$ cat src/rtl/life_pkg.sv
// Shared types and constants for the cellular automaton engine.
// Rule masks are indexed by live-neighbour count 0..8.
package life_pkg;

  typedef enum logic [1:0] {
    IDLE    = 2'd0,
    COMPUTE = 2'd1,
    COMMIT  = 2'd2
  } state_e;

  typedef logic [3:0] ncnt_t;

  localparam logic [8:0] CONWAY_BIRTH   = 9'h008;
  localparam logic [8:0] CONWAY_SURVIVE = 9'h00C;

endpackage

$ cat src/rtl/life_row_eval.sv
// Combinational next-state evaluator for one grid row.
// Off-grid rows are handed in as zero by the caller when not wrapping.
module life_row_eval
  import life_pkg::*;
#(
  parameter int NUM_COLS = 8,
  parameter int WRAP     = 1
) (
  input  logic [NUM_COLS-1:0] above_i,
  input  logic [NUM_COLS-1:0] cur_i,
  input  logic [NUM_COLS-1:0] below_i,
  input  logic [8:0]          birth_i,
  input  logic [8:0]          survive_i,
  output logic [NUM_COLS-1:0] row_o
);

  localparam int CW = (NUM_COLS > 1) ? $clog2(NUM_COLS) : 1;

  ncnt_t cnt;
  int    cc;

  // Count the eight neighbours of each column and apply the rule masks
  always_comb begin
    row_o = '0;
    cnt   = '0;
    cc    = 0;
    for (int c = 0; c < NUM_COLS; c++) begin
      cnt = '0;
      for (int d = -1; d <= 1; d++) begin
        cc = c + d;
        if (WRAP != 0) cc = (cc + NUM_COLS) % NUM_COLS;
        if (cc >= 0 && cc < NUM_COLS) begin
          cnt = cnt + ncnt_t'(above_i[CW'(cc)]);
          cnt = cnt + ncnt_t'(below_i[CW'(cc)]);
          if (d != 0) cnt = cnt + ncnt_t'(cur_i[CW'(cc)]);
        end
      end
      row_o[CW'(c)] = cur_i[CW'(c)] ? survive_i[cnt] : birth_i[cnt];
    end
  end

endmodule

$ cat src/rtl/life_engine.sv
// Row-serial Game-of-Life style engine: one row per cycle into a
// shadow buffer, then a single-cycle commit to the visible grid.
module life_engine
  import life_pkg::*;
#(
  parameter int NUM_ROWS = 8,
  parameter int NUM_COLS = 8,
  parameter int WRAP     = 1,
  parameter int GEN_W    = 16
) (
  input  logic                         clk,
  input  logic                         rst_n,
  input  logic                         load,
  input  logic [NUM_ROWS*NUM_COLS-1:0] seed_bits,
  input  logic                         step,
  input  logic [8:0]                   rule_birth,
  input  logic [8:0]                   rule_survive,
  output logic [NUM_ROWS*NUM_COLS-1:0] cur_bits,
  output logic                         busy,
  output logic                         done,
  output logic [GEN_W-1:0]             gen_count,
  output logic                         extinct,
  output logic                         stable
);

  localparam int N  = NUM_ROWS * NUM_COLS;
  localparam int RW = $clog2(NUM_ROWS);

  state_e               state_q, state_d;
  logic [RW-1:0]        row_q;
  logic [N-1:0]         cur_q, next_q;
  logic [GEN_W-1:0]     gen_q;
  logic [8:0]           birth_q, surv_q;
  logic                 done_q, ext_q, stab_q;
  logic                 row_last;
  logic [NUM_COLS-1:0]  above, middle, below, new_row;
  int                   r, ra, rb;

  assign row_last = (row_q == RW'(NUM_ROWS - 1));

  // Select the current row and its vertical neighbours from the grid
  always_comb begin
    r      = int'(row_q);
    ra     = (r == 0) ? NUM_ROWS - 1 : r - 1;
    rb     = (r == NUM_ROWS - 1) ? 0 : r + 1;
    middle = cur_q[r*NUM_COLS +: NUM_COLS];
    above  = cur_q[ra*NUM_COLS +: NUM_COLS];
    below  = cur_q[rb*NUM_COLS +: NUM_COLS];
    if (WRAP == 0 && r == 0) above = '0;
    if (WRAP == 0 && r == NUM_ROWS - 1) below = '0;
  end

  life_row_eval #(
    .NUM_COLS (NUM_COLS),
    .WRAP     (WRAP)
  ) u_row (
    .above_i   (above),
    .cur_i     (middle),
    .below_i   (below),
    .birth_i   (birth_q),
    .survive_i (surv_q),
    .row_o     (new_row)
  );

  // State register
  always_ff @(posedge clk or negedge rst_n) begin
    if (!rst_n) state_q <= IDLE;
    else        state_q <= state_d;
  end

  // Next-state logic
  always_comb begin
    state_d = state_q;
    unique case (state_q)
      IDLE:    if (!load && step) state_d = COMPUTE;
      COMPUTE: if (row_last) state_d = COMMIT;
      COMMIT:  state_d = IDLE;
      default: state_d = IDLE;
    endcase
  end

  // FSM outputs
  always_comb begin
    busy = 1'b0;
    unique case (state_q)
      COMPUTE: busy = 1'b1;
      COMMIT:  busy = 1'b1;
      default: busy = 1'b0;
    endcase
  end

  // Grid, buffer, status and counter datapath
  always_ff @(posedge clk or negedge rst_n) begin
    if (!rst_n) begin
      row_q   <= '0;
      cur_q   <= '0;
      next_q  <= '0;
      gen_q   <= '0;
      birth_q <= '0;
      surv_q  <= '0;
      done_q  <= 1'b0;
      ext_q   <= 1'b1;
      stab_q  <= 1'b0;
    end else begin
      done_q <= (state_q == COMMIT);
      unique case (state_q)
        IDLE: begin
          if (load) begin
            cur_q  <= seed_bits;
            gen_q  <= '0;
            ext_q  <= (seed_bits == '0);
            stab_q <= 1'b0;
          end else if (step) begin
            birth_q <= rule_birth;
            surv_q  <= rule_survive;
            row_q   <= '0;
          end
        end
        COMPUTE: begin
          next_q[row_q*NUM_COLS +: NUM_COLS] <= new_row;
          if (!row_last) row_q <= row_q + 1'b1;
        end
        COMMIT: begin
          cur_q  <= next_q;
          stab_q <= (next_q == cur_q);
          ext_q  <= (next_q == '0);
          if (gen_q != '1) gen_q <= gen_q + 1'b1;
        end
        default: ;
      endcase
    end
  end

  assign cur_bits  = cur_q;
  assign done      = done_q;
  assign gen_count = gen_q;
  assign extinct   = ext_q;
  assign stable    = stab_q;

endmodule

$ cat config.mk
export PLATFORM = sky130hd
export DESIGN_NAME = life_engine
export DESIGN_NICKNAME = d
export VERILOG_FILES = /design/src/rtl/life_pkg.sv /design/src/rtl/life_row_eval.sv /design/src/rtl/life_engine.sv
export SDC_FILE = /design/constraint.sdc
export NUM_CORES = 1
export LEC_CHECK = 0
export ABC_AREA = 0
export BUFFER_PORTS_ARGS = -buffer_cell sky130_fd_sc_hd__buf_2
export CELL_PAD_IN_SITES_DETAIL_PLACEMENT = 1
export CELL_PAD_IN_SITES_GLOBAL_PLACEMENT = 1
export CORE_ASPECT_RATIO = 1.4
export CORE_MARGIN = 2
export CORE_UTILIZATION = 42
export CTS_BUF_LIST = sky130_fd_sc_hd__clkbuf_16
export DETAILED_ROUTE_END_ITERATION = 16
export PLACE_DENSITY_LB_ADDON = 0.1
export SLEW_MARGIN = 20
export SYNTH_ARGS = -nofsm -noshare
export SYNTH_HDL_FRONTEND = slang
export SYNTH_SLANG_ARGS = --single-unit
$ cat constraint.sdc
create_clock -name clk -period 8.66 [get_ports clk]
set_clock_uncertainty 0.15 [all_clocks]
set_input_delay 1.732 -clock clk [delete_from_list [all_inputs] [get_ports clk]]
set_output_delay 1.732 -clock clk [all_outputs]
set_load 0.05 [all_outputs]
After elaboration in Yosys (flattened, before gate mapping)
Cells that the tools add are included.
{ "totals": {"ff_bits": 170, "in_bits": 86, "out_inout_bits": 84, "word_cells": 94} }
{ "classes": {"n_addsub": 19, "order_cmp": 2, "n_eq_ne": 13, "shift": 5, "mux": 30, "n_bitwise": 1, "n_reduce_logical": 14} }
{ "op_table": {"columns": ["operator", "count"], "rows": [
  ["zero test 64 bit", 2],
  ["one-hot mux 64 bit (2 select lines)", 1],
  ["bitwise mux 64 bit", 1],
  ["== test 64 bit", 1],
  ["two-way mux 64 bit", 1],
  ["variable shift 8 x 34 -> 64 bit (first input constant)", 1],
  ["variable part select 64 x 32 -> 4 bit", 1],
  ["variable part select 64 x 7 -> 4 bit", 1],
  ["variable part select 64 x 8 -> 4 bit", 1],
  ["variable part select 8 x 34 -> 64 bit", 1],
  ["adder 4 x 1 -> 4 bit", 12],
  ["negation 6 -> 34 bit", 1],
  ["two-way mux 16 bit", 2],
  ["one-hot mux 16 bit (2 select lines)", 1],
  ["two-way mux 29 bit", 1],
  ["adder 16 x 1 -> 16 bit (second input constant)", 1],
  ["binary-select mux 1 bit (select 4 bit)", 4],
  ["inequality test 16 bit (second input constant)", 1],
  ["inequality test 2 bit (second input constant)", 6],
  ["< comparator 4 x 5 -> 1 bit (second input constant)", 2],
  ["two-way mux 1 bit", 9],
  ["two-way mux 3 bit", 3],
  ["one-hot mux 3 bit (2 select lines)", 1],
  ["AND reduction 3 bit", 2],
  ["22 further kinds", 27]
]} }

Logic depth before layout (Yosys ltp)
Gate-level depths: netlist of the first run.
{ "depth": {"depth_word": 15, "depth_mapped": 22} }

Cells and area by module
From an unflattened synthesis of the first run, not the netlist that was laid out.
{ "unflattened": {"cells_unflattened": 1047, "hier_area_um2": 10702.8} }
{ "by_module_without_submodules": {"columns": ["module", "instances", "cells_each", "area_each_um2"], "rows": [
  ["life_engine", 1, 990, 10018.4],
  ["life_row_eval", 1, 57, 684.4]
]} }

Least setup slack after synthesis of the first run
OpenSTA, ideal clock, no wires.
{ "synth_path": {"path_kind": "register -> register", "start": "reg row_q[1]", "end": "reg next_q[17]", "arrival_ps": 5876, "setup_slack_ps": 2485, "path_stages_with_launch": 19, "n_path_buf": 1, "synth_period_minus_slack_ps": 6175, "path_cell_list": "dfrtp_1 -> clkbuf_1 -> inv_1 -> ha_1 -> ha_1 -> nor2_1 -> mux4_2 -> mux2i_1 -> nor2_1 -> ha_1 -> fa_1 -> inv_1 -> fa_1 -> fa_1 -> fa_1 -> mux4_2 -> nor3b_1 -> nor3_1 -> o31ai_1"} }
{ "synth_between": {"elab_chain_cells": 15} }
{ "synth_lines": {"columns": ["item", "line_no", "source"], "rows": [
  ["start, declared", "life_engine.sv:30", "logic [RW-1:0] row_q;"],
  ["start signal, assigned", "life_engine.sv:121", "if (!row_last) row_q <= row_q + 1'b1;"],
  ["subtractor 3 x 1 -> 4 bit (tied with other cells)", "life_engine.sv:44", "ra = (r == 0) ? NUM_ROWS - 1 : r - 1;"],
  ["two-way mux 29 bit / two-way mux 4 bit (equally long branches)", "life_engine.sv:44, life_engine.sv:45", null],
  ["variable part select 64 x 32 -> 4 bit / variable part select 64 x 8 -> 4 bit (equally long branches)", "life_engine.sv:47, life_engine.sv:48", null],
  ["adder 1 x 1 -> 2 bit", "life_row_eval.sv:34", "cnt = cnt + ncnt_t'(below_i[CW'(cc)]);"],
  ["adder 4 x 1 -> 4 bit", "life_row_eval.sv:35", "if (d != 0) cnt = cnt + ncnt_t'(cur_i[CW'(cc)]);"],
  ["adder 4 x 1 -> 4 bit", "life_row_eval.sv:33", "cnt = cnt + ncnt_t'(above_i[CW'(cc)]);"],
  ["adder 4 x 1 -> 4 bit", "life_row_eval.sv:34", null],
  ["adder 4 x 1 -> 4 bit", "life_row_eval.sv:33", null],
  ["adder 4 x 1 -> 4 bit", "life_row_eval.sv:34", null],
  ["adder 4 x 1 -> 4 bit", "life_row_eval.sv:35", null],
  ["binary-select mux 1 bit (select 4 bit)", "life_row_eval.sv:38", "row_o[CW'(c)] = cur_i[CW'(c)] ? survive_i[cnt] : birth_i[cnt];"],
  ["two-way mux 1 bit (implied by the code)", "life_row_eval.sv:38", null],
  ["two-way mux 1 bit", "life_row_eval.sv:38", null],
  ["variable part select 8 x 34 -> 64 bit", "life_engine.sv:120", "next_q[row_q*NUM_COLS +: NUM_COLS] <= new_row;"],
  ["bitwise mux 64 bit (*)", "life_engine.sv:120", null],
  ["end signal, assigned by index", "life_engine.sv:120", null],
  ["end, declared", "life_engine.sv:31", "logic [N-1:0] cur_q, next_q;"]
]} }
Mark *: on every way between the ends. The rest lies on a longest branch, timed or not. The select of a mux whose other input is x is not followed.
A chain may end at the register's enable or synchronous reset.

Final worst setup path of the first run
{ "layout_path": {"start": "reg row_q[0]", "end": "reg next_q[9]"} }
Same word-level chain as after synthesis.

==> results of run 1 <==
-- metrics by stage --
step                hold WS [ps]  setup slack, ps
CTS                          359             1280
finish                       352             1330
detailed placement           345             1320
global placement             338             1650
global route                 377              787
floorplan                    341             2490
-- kinds of logic (layout without fill, tap and decap cells) --
kind of cell,Yosys count,after routing,synth area share (%)
simple gates,201,201,14.8
compound gates,123,123,12.5
flops,122,122,43.5
xor+xnor,27,27,3.37
mux,82,82,17.1
buf+inv,57,229,3.42
fa+ha+maj,25,25,5.31
-- routing by layer --
metal / share of wire, % / vias up
met1: 37 / 3171
met5: 0.065 / -
met2: 55 / 235
met3: 4.8 / 58
li1: - / 2727
met4: 3.4 / 2
-- flip-flops by register name, summed over array words and instances (netlist names) --
name       count
next_q        16
surv_q         9
extinct        1
done           1
stable         1
gen_count     16
birth_q        9
cur_bits      64
state_q        2
row_q          3
-- worst max-delay path, cell delays in order, from the launching register on --
cell and delay, ps:
dfrtp_1 330, buf_4 340, inv_1 340, ha_1 860
nor2b_1 570, mux4_2 390, nand2b_1 80, a21oi_1 80
ha_1 340, fa_1 540, inv_1 50, fa_1 510
fa_1 480, fa_1 650, mux4_2 340, nor3b_1 160
nor3_1 750, o31ai_1 190
-- layout by cell type, fill, tap and decap left out, types with 3 or more instances in the layout --
cell type / instances
buf_2: 168
dfrtp_1: 121
nand2_1: 68
a22o_1: 48
nor4_1: 37
mux2i_1: 34
o21ai_0: 30
mux4_2: 27
nor2_1: 26
inv_1: 23
xnor2_1: 20
mux2_2: 18
nand4_1: 18
ha_1: 17
clkbuf_16: 17
o31ai_1: 13
a21oi_1: 12
nor3_1: 10
nand3_1: 9
fa_1: 8
xor2_1: 7
or4_1: 7
o211ai_1: 6
buf_4: 6
nor3b_1: 5
or2_2: 5
inv_6: 5
nor2b_1: 3
nand2b_1: 3
and3_1: 3
bufinv_16: 3
-- worst paths after layout --
kind | start | to | slack, ps | cells after the start
max | row_q[0]$_DFFE_PN0P_ | next_q[9]$_DFFE_PN0P_ | 1330 | 17
min | stable$_DFFE_PN0P_ | stable$_DFFE_PN0P_ | 350 | 1
max reg2reg | row_q[0]$_DFFE_PN0P_ | next_q[9]$_DFFE_PN0P_ | 1330 | 17
min reg2reg | stable$_DFFE_PN0P_ | stable$_DFFE_PN0P_ | 350 | 1
max in group asynchronous | rst_n | cur_bits[34]$_DFFE_PN0P_ | 5750 | 2
min in group asynchronous | rst_n | birth_q[3]$_DFFE_PN0P_ | 1140 | 1
-- final cells by class --
| type | count | area [um2] |
|---|---|---|
| fill | 1800 | 7600 |
| multi-input combinational | 458 | 3750 |
| sequential | 122 | 3050 |
| timing repair buffer | 174 | 886 |
| clock buffer | 17 | 425 |
| tap | 199 | 249 |
| clock inverter | 15 | 188 |
| inverter | 23 | 86.3 |
==> results.toml, run 1 <==
[yosys]
synth_top_area_share_pct = 43.1
syn_area_mm2 = 0.00702
yosys.area.top_type = "dfrtp_1"
syn-num-nets = 748
synth_most_common_cell = "dfrtp_1"
async_flop_share_pct = 100
synth_ff_type = "dfrtp_1"
avgSynthCellArea_um2 = 11.0
ys_ff_latch = 122
ys_types = 47
synth_warnings = 0
ys_top_cells_by_count = "121 x dfrtp_1, 68 x nand2_1, 48 x a22o_1"
synth_cells = 637
ys_top_cells_by_area = "dfrtp_1 43%, mux4_2 8.7%, a22o_1 6.0%, mux2i_1 5.0%, nand2_1 3.6%"
ys_seq_area_share_pct = 43.5
synth_enable_flop_cells = 0

[worst_setup_path]
start_kind = "flip-flop"
critPathCaptureType = "flip-flop"
critPathMaxFanout = 25
critPathKind = "flip-flop to flip-flop"
arrival_ps = 7440
required_ps = 8770

[status]
status = "finished clean"

[sta]
setup_viol = 0
hold_violations = 0
slew-limit-headroom_pct = 32.3
tns_ps = 0
worstMarginPinSlew_ps = 1010
finalMaxSlewViolations = 0
fin_crit_sh_pct = 84.6
rsz0062_at_grt = "no"
min_period_ps = 7330
timing.fmax_mhz = 136

[clocking]
numCtsBuffers = 17
cts_tree = "yes"
clockRootBuffer = "clkbuf_16"
clkTransAtPathRegs_ps = 70
cts_resized = 0
htree_levels = 4
clock-sinks = 122
cts-hold-fix-buffers = 0
clockBufferDepth = 2
post_cts_buffers = 0
clk_latency_ps = 430

[global_routing]
grt_max_degree = 86
met2_usage_pct = 52.4
grt_busiest_layer = "met2"
grt_first_pass_wirelength_mm = 37.8
antenna_found_initial = 1
track_usage_pct = 28.5
use_met3_pct = 5.66
grt_remaining_overflow = 0
met1_usage_pct = 31.7
grt_pass1_vias = 6626

[worst_hold_path]
hold_path_class = "flip-flop to flip-flop"

[drt]
dr.pass1.iters = 5
drc = 0
via_per_inst = 6.14
ant_nets = 0
post_drt_wl_per_cell_um = 24.3
dr.first_iter.drc_count = 432
vias = 6193
wirelength_mm = 24.5

[layout]
design_area_mm2 = 0.00864
nets = 907
drive_above_1_share_pct = 32.4
antennaDiodeCount = 0
fin_util_pct = 53.2
syn_to_final_growth_pct = 23.0
fin_cells = 1008

[floorplan]
core_area_mm2 = 0.0162
ios = 170
start_util_pct = 43.2
fp.dieW_um = 113
dieArea_mm2 = 0.0178
fp-row-count = 55
die_h_um = 157

[place]
hpwl_mm = 18.9
gp_congestion = 0.862
dpl_cell_area_mm2 = 0.00802
io_buffers = 169
dp.cells = 976

[flow_run]
drv_cap = 0
Power of run 1 is not shown: default switching activity piles up to over one toggle a cycle in this logic, so the estimate is an artifact.
==> run 2: changes to the inputs <==
==> constraint.sdc (replaced) <==
create_clock -name clk -period 7.7 [get_ports clk]
set_clock_uncertainty 0.15 [all_clocks]
set_input_delay 1.54 -clock clk [delete_from_list [all_inputs] [get_ports clk]]
set_output_delay 1.54 -clock clk [all_outputs]
set_load 0.05 [all_outputs]
==> run 2 against run 1 <==
Effect of this change:
- final cell count grew 0.30%
- clock-buffer cell count did not move
- die area is the same
- utilization shrank 0.12 points
- cell area decreased by 0.23%
- global-route usage increased by 1.2 points
- non-clock buffer count rose by 2
- register-to-register slack worse by 560 ps
- critical path type unchanged
- critical endpoint unchanged
==> results.toml, run 2 (same netlist as run 1, synthesis figures left out) <==
[place]
io_buffers = 169
dp.cells = 978
gp_congestion = 0.853
dp_slack_ps = 750
hpwl_mm = 19.3

[layout]
fillCellCount = 1793
largest_register_ffs = 64
nets = 909
fin_cells = 1011
syn_to_final_growth_pct = 22.7
fin_util_pct = 53.1
final_common_cell = "buf_2"
final_cell_mix = "168 x buf_2, 121 x dfrtp_1, 68 x nand2_1"
drive_above_1_share_pct = 32.3

[sta]
worstMarginPinSlew_ps = 1010
hold_violations = 0
finalMaxSlewViolations = 0
tns_ps = 0
fin_crit_sh_pct = 90.0
rsz0062_at_grt = "no"
timing.fmax_mhz = 144
min_period_ps = 6930
setup_viol = 0
slew-limit-headroom_pct = 32.1
timing.final.ws_setup_ps = 770

[clocking]
post_cts_buffers = 0
clk_latency_ps = 420
clock-sinks = 122
clkTransAtPathRegs_ps = 60
cts_resized = 0
numCtsBuffers = 17
clockRootBuffer = "clkbuf_16"
htree_levels = 4
clockBufferDepth = 2
cts_tree = "yes"
cts-hold-fix-buffers = 0

[worst_setup_path]
critPathMaxFanout = 25
critPathCaptureType = "flip-flop"
critPathKind = "flip-flop to flip-flop"
start_kind = "flip-flop"
arrival_ps = 7040
required_ps = 7810
ff2ff_path_depth = 19

[drt]
via_per_inst = 6.16
post_drt_wl_per_cell_um = 25.0
wirelength_mm = 25.3
ant_nets = 0
vias = 6231
dr.pass1.iters = 5
drc = 0
dr.first_iter.drc_count = 334

[floorplan]
dieArea_mm2 = 0.0178
start_util_pct = 43.2
die_h_um = 157
core_area_mm2 = 0.0162
fp.dieW_um = 113
ios = 170
fp-row-count = 55

[global_routing]
track_usage_pct = 29.7
grt_pass1_vias = 6744
grt_remaining_overflow = 0
antenna_found_initial = 1
grt_max_degree = 86
grt_first_pass_wirelength_mm = 39.4

[worst_hold_path]
hold_depth = 1
hold_path_class = "flip-flop to flip-flop"

[flow_run]
drv_cap = 0

[status]
status = "finished clean"
## run 2: layout make-up
type / instances / area [um2] / area share [%]
Inverter: 23 / 86.3 / 1.00
Antenna cell: 1 / 2.50 / 0.0290
Tap cell: 199 / 249 / 2.89
Sequential cell: 122 / 3050 / 35.4
Multi-Input combinational cell: 458 / 3750 / 43.5
Clock buffer: 17 / 425 / 4.94
Timing Repair Buffer: 176 / 901 / 10.5
Clock inverter: 15 / 150 / 1.74
## run 2: critical path, stage by stage, from the launching register on
cell and delay, ps:
dfrtp_1 330, buf_4 350, inv_1 330, ha_1 300, ha_1 250, nor2_1 120
buf_4 180, mux4_2 500, mux2i_1 140, nor2_1 60, ha_1 340, fa_1 540
inv_1 60, fa_1 510, fa_1 480, fa_1 620, mux4_2 340, nor3b_1 150
nor3_1 830, o31ai_1 170
## run 2: layer usage
metal | wire length [um] | track usage, % | part of all wire, %
met2 | 13500 | 53.9 | 54
met1 | 9240 | 32.5 | 37
met5 | 0 | 0 | 0
met3 | 1280 | 6.20 | 5.1
met4 | 1230 | 14.8 | 4.9
## run 2: path summary, 6_finish.rpt
path | to | slack, ps | from
setup reg to reg | next_q[9]$_DFFE_PN0P_ | 770 | row_q[0]$_DFFE_PN0P_
hold / removal | stable$_DFFE_PN0P_ | 360 | stable$_DFFE_PN0P_
max in group asynchronous | gen_count[1]$_DFFE_PN0P_ | 5000 | rst_n
hold reg to reg | stable$_DFFE_PN0P_ | 360 | stable$_DFFE_PN0P_
setup / recovery | next_q[9]$_DFFE_PN0P_ | 770 | row_q[0]$_DFFE_PN0P_
min in group asynchronous | birth_q[3]$_DFFE_PN0P_ | 950 | rst_n
## run 2: metrics by stage
step	hold slack (ps)	area [um2]
finish	361	8620
global route	391	8620
CTS	374	8610
detailed placement	361	8040
global placement	343	8040
floorplan	341	7020
Power of run 2 is left out for the same reason.
==> run 3: changes to the inputs <==
--- a/config.mk
+++ b/config.mk
@@ -15,6 +15,8 @@
 export CTS_BUF_LIST = sky130_fd_sc_hd__clkbuf_16
 export DETAILED_ROUTE_END_ITERATION = 16
 export PLACE_DENSITY_LB_ADDON = 0.1
+export RECOVER_POWER = 50
+export SETUP_SLACK_MARGIN = 0.5
 export SLEW_MARGIN = 20
 export SYNTH_ARGS = -nofsm -noshare
 export SYNTH_HDL_FRONTEND = slang
==> run 3 against run 2 <==
Effect of this change:
- the run now ends with max-capacitance violations, max-slew violations left
- hold slack improved by 9.9 ps
- clock-buffer cell count did not move
- wire length barely moved
- non-clock buffer count rose by 6
- global-route usage did not move
- via count fell by 0.19%
- first-iteration DRC count fell by 11%
- final cell count rose by 0.59%
==> results.toml, run 3 (same netlist as run 1, synthesis figures left out) <==
[sta]
tns_ps = 0
timing.fmax_mhz = 150
min_period_ps = 6650
slew-limit-headroom_pct = -141
hold_violations = 0
rsz0062_at_grt = "no"
setup_viol = 0
fin_crit_sh_pct = 86.3
finalMaxSlewViolations = 238
worstMarginPinSlew_ps = 3610

[worst_setup_path]
critPathKind = "flip-flop to flip-flop"
critPathLaunch = "row_q[0]$_DFFE_PN0P_"
r2r-end = "next_q[9]$_DFFE_PN0P_"
max_stage_delay_ps = 620
arrival_ps = 6780
critPathCaptureType = "flip-flop"
ff2ff_path_depth = 20
required_ps = 7830
path_common_cell = "fa_1"
critPathMaxFanout = 25
path_cells = "buf_4 -> clkinvlp_4 -> ha_1 -> ha_1 -> nor2_1 -> buf_4 -> mux4_2 -> mux2i_1 -> nor2_1 -> ha_1 -> fa_1 -> inv_1 -> fa_1 -> fa_1 -> fa_1 -> mux4_2 -> nand2_1 -> nor2_1 -> nor4_4 -> o31ai_1"
critPathSlowestCell = "fa_1"
r2r_start = "row_q[0]$_DFFE_PN0P_"
r2r_slack_ps = 1050
start_kind = "flip-flop"

[floorplan]
start_util_pct = 43.2
dieArea_mm2 = 0.0178
ios = 170
core_area_mm2 = 0.0162
die_h_um = 157
fp.dieW_um = 113
fp-row-count = 55

[layout]
nets = 915
fillCellCount = 1812
final_common_cell = "dfrtp_1"
largest_register_ffs = 64
design_area_mm2 = 0.00859
syn_to_final_growth_pct = 22.3
final_cell_mix = "121 x dfrtp_1, 116 x buf_2, 68 x nand2_1"
fin_util_pct = 52.9
drive_above_1_share_pct = 26.3

[global_routing]
grt_first_pass_wirelength_mm = 39.4
track_usage_pct = 29.7
grt_remaining_overflow = 0
antenna_found_initial = 1
grt_max_degree = 86
grt_pass1_vias = 6744

[clocking]
cts-hold-fix-buffers = 0
clock-sinks = 122
cts_tree = "yes"
clkTransAtPathRegs_ps = 60
clockBufferDepth = 2
htree_levels = 4
clockRootBuffer = "clkbuf_16"
clk_latency_ps = 430
numCtsBuffers = 17

[place]
io_buffers = 169
gp_congestion = 0.853
hpwl_mm = 19.3
dpl_cell_area_mm2 = 0.00804

[drt]
drc = 0
via_per_inst = 6.12
wirelength_mm = 25.3
dr.pass1.iters = 5
dr.first_iter.drc_count = 296
ant_nets = 0
vias = 6219
post_drt_wl_per_cell_um = 24.9

[status]
violations = "max-capacitance violations, max-slew violations"
status = "finished, violations left"

[worst_hold_path]
hold_path_class = "flip-flop to flip-flop"
worstHoldEndpoint = "stable$_DFFE_PN0P_"
hold_depth = 1
hold_start = "stable$_DFFE_PN0P_"

[flow_run]
drv_cap = 4
[run 3: changes by cell type in the layout (fill, tap and decap cells not counted)]
| cell | before | now |
|---|---|---|
| clkbuf_2 | 0 | 1 |
| buf_4 | 8 | 10 |
| inv_1 | 23 | 22 |
| buf_2 | 168 | 116 |
| o21ai_0 | 30 | 32 |
| nor3_2 | 0 | 1 |
| o21ai_1 | 2 | 0 |
| clkinvlp_4 | 2 | 3 |
| nor3_1 | 10 | 9 |
| clkbuf_1 | 0 | 55 |
[run 3: layout make-up]
type                    count  area [um2]  area share, %
inverters                  23        90.1           1.05
diodes                      1        2.50         0.0291
repair buffers            182         867           10.1
clock inverters            15         150           1.75
flip-flops and latches    122        3050           35.6
clock buffers              17         425           4.95
well taps                 199         249           2.90
multi-input cells         458        3750           43.7
[run 3: per-stage QoR]
step                      hold WS [ps]  setup slack [ps]  instances
after floorplan                    341              1530        637
after global placement             343               907        978
after detailed placement           361               750        978
after CTS                          374               746       1010
after global routing               396               591       1017
final                              370              1050       1017
[run 3: how the worst max path moves through the flow]
stage	slack, ps	cells after the start	to
2_1_floorplan	1530	18	next_q[17]$_DFFE_PN0P_
4_1_cts	750	19	next_q[9]$_DFFE_PN0P_
3_5_place_dp	750	19	next_q[25]$_DFFE_PN0P_
3_3_place_gp	910	19	next_q[41]$_DFFE_PN0P_
6_report	1050	20	next_q[9]$_DFFE_PN0P_
5_1_grt	590	20	next_q[49]$_DFFE_PN0P_
[run 3: layer usage]
layer  vias up  GRT usage, %  part of all wire [%]
met4         0          14.8                   4.5
met3        62          6.20                   4.7
met1      3188          32.5                    37
met5         -             0                     0
li1       2737             -                     -
met2       232          53.9                    54
[run 3: critical path: cells and delay by family (launching register included)]
family | cells | cell delay [ps]
fa+ha+maj | 7 | 3000
mux | 3 | 1160
flops | 1 | 330
buf+inv | 4 | 900
simple gates | 5 | 790
compound gates | 1 | 170
[run 3: timing repair]
item,in CTS,in global routing
gates resized for setup,0,3
endpoints found under the hold margin,0,0
buffers inserted,0,6
setup endpoints to repair,0,16
Power of run 3 is left out for the same reason.
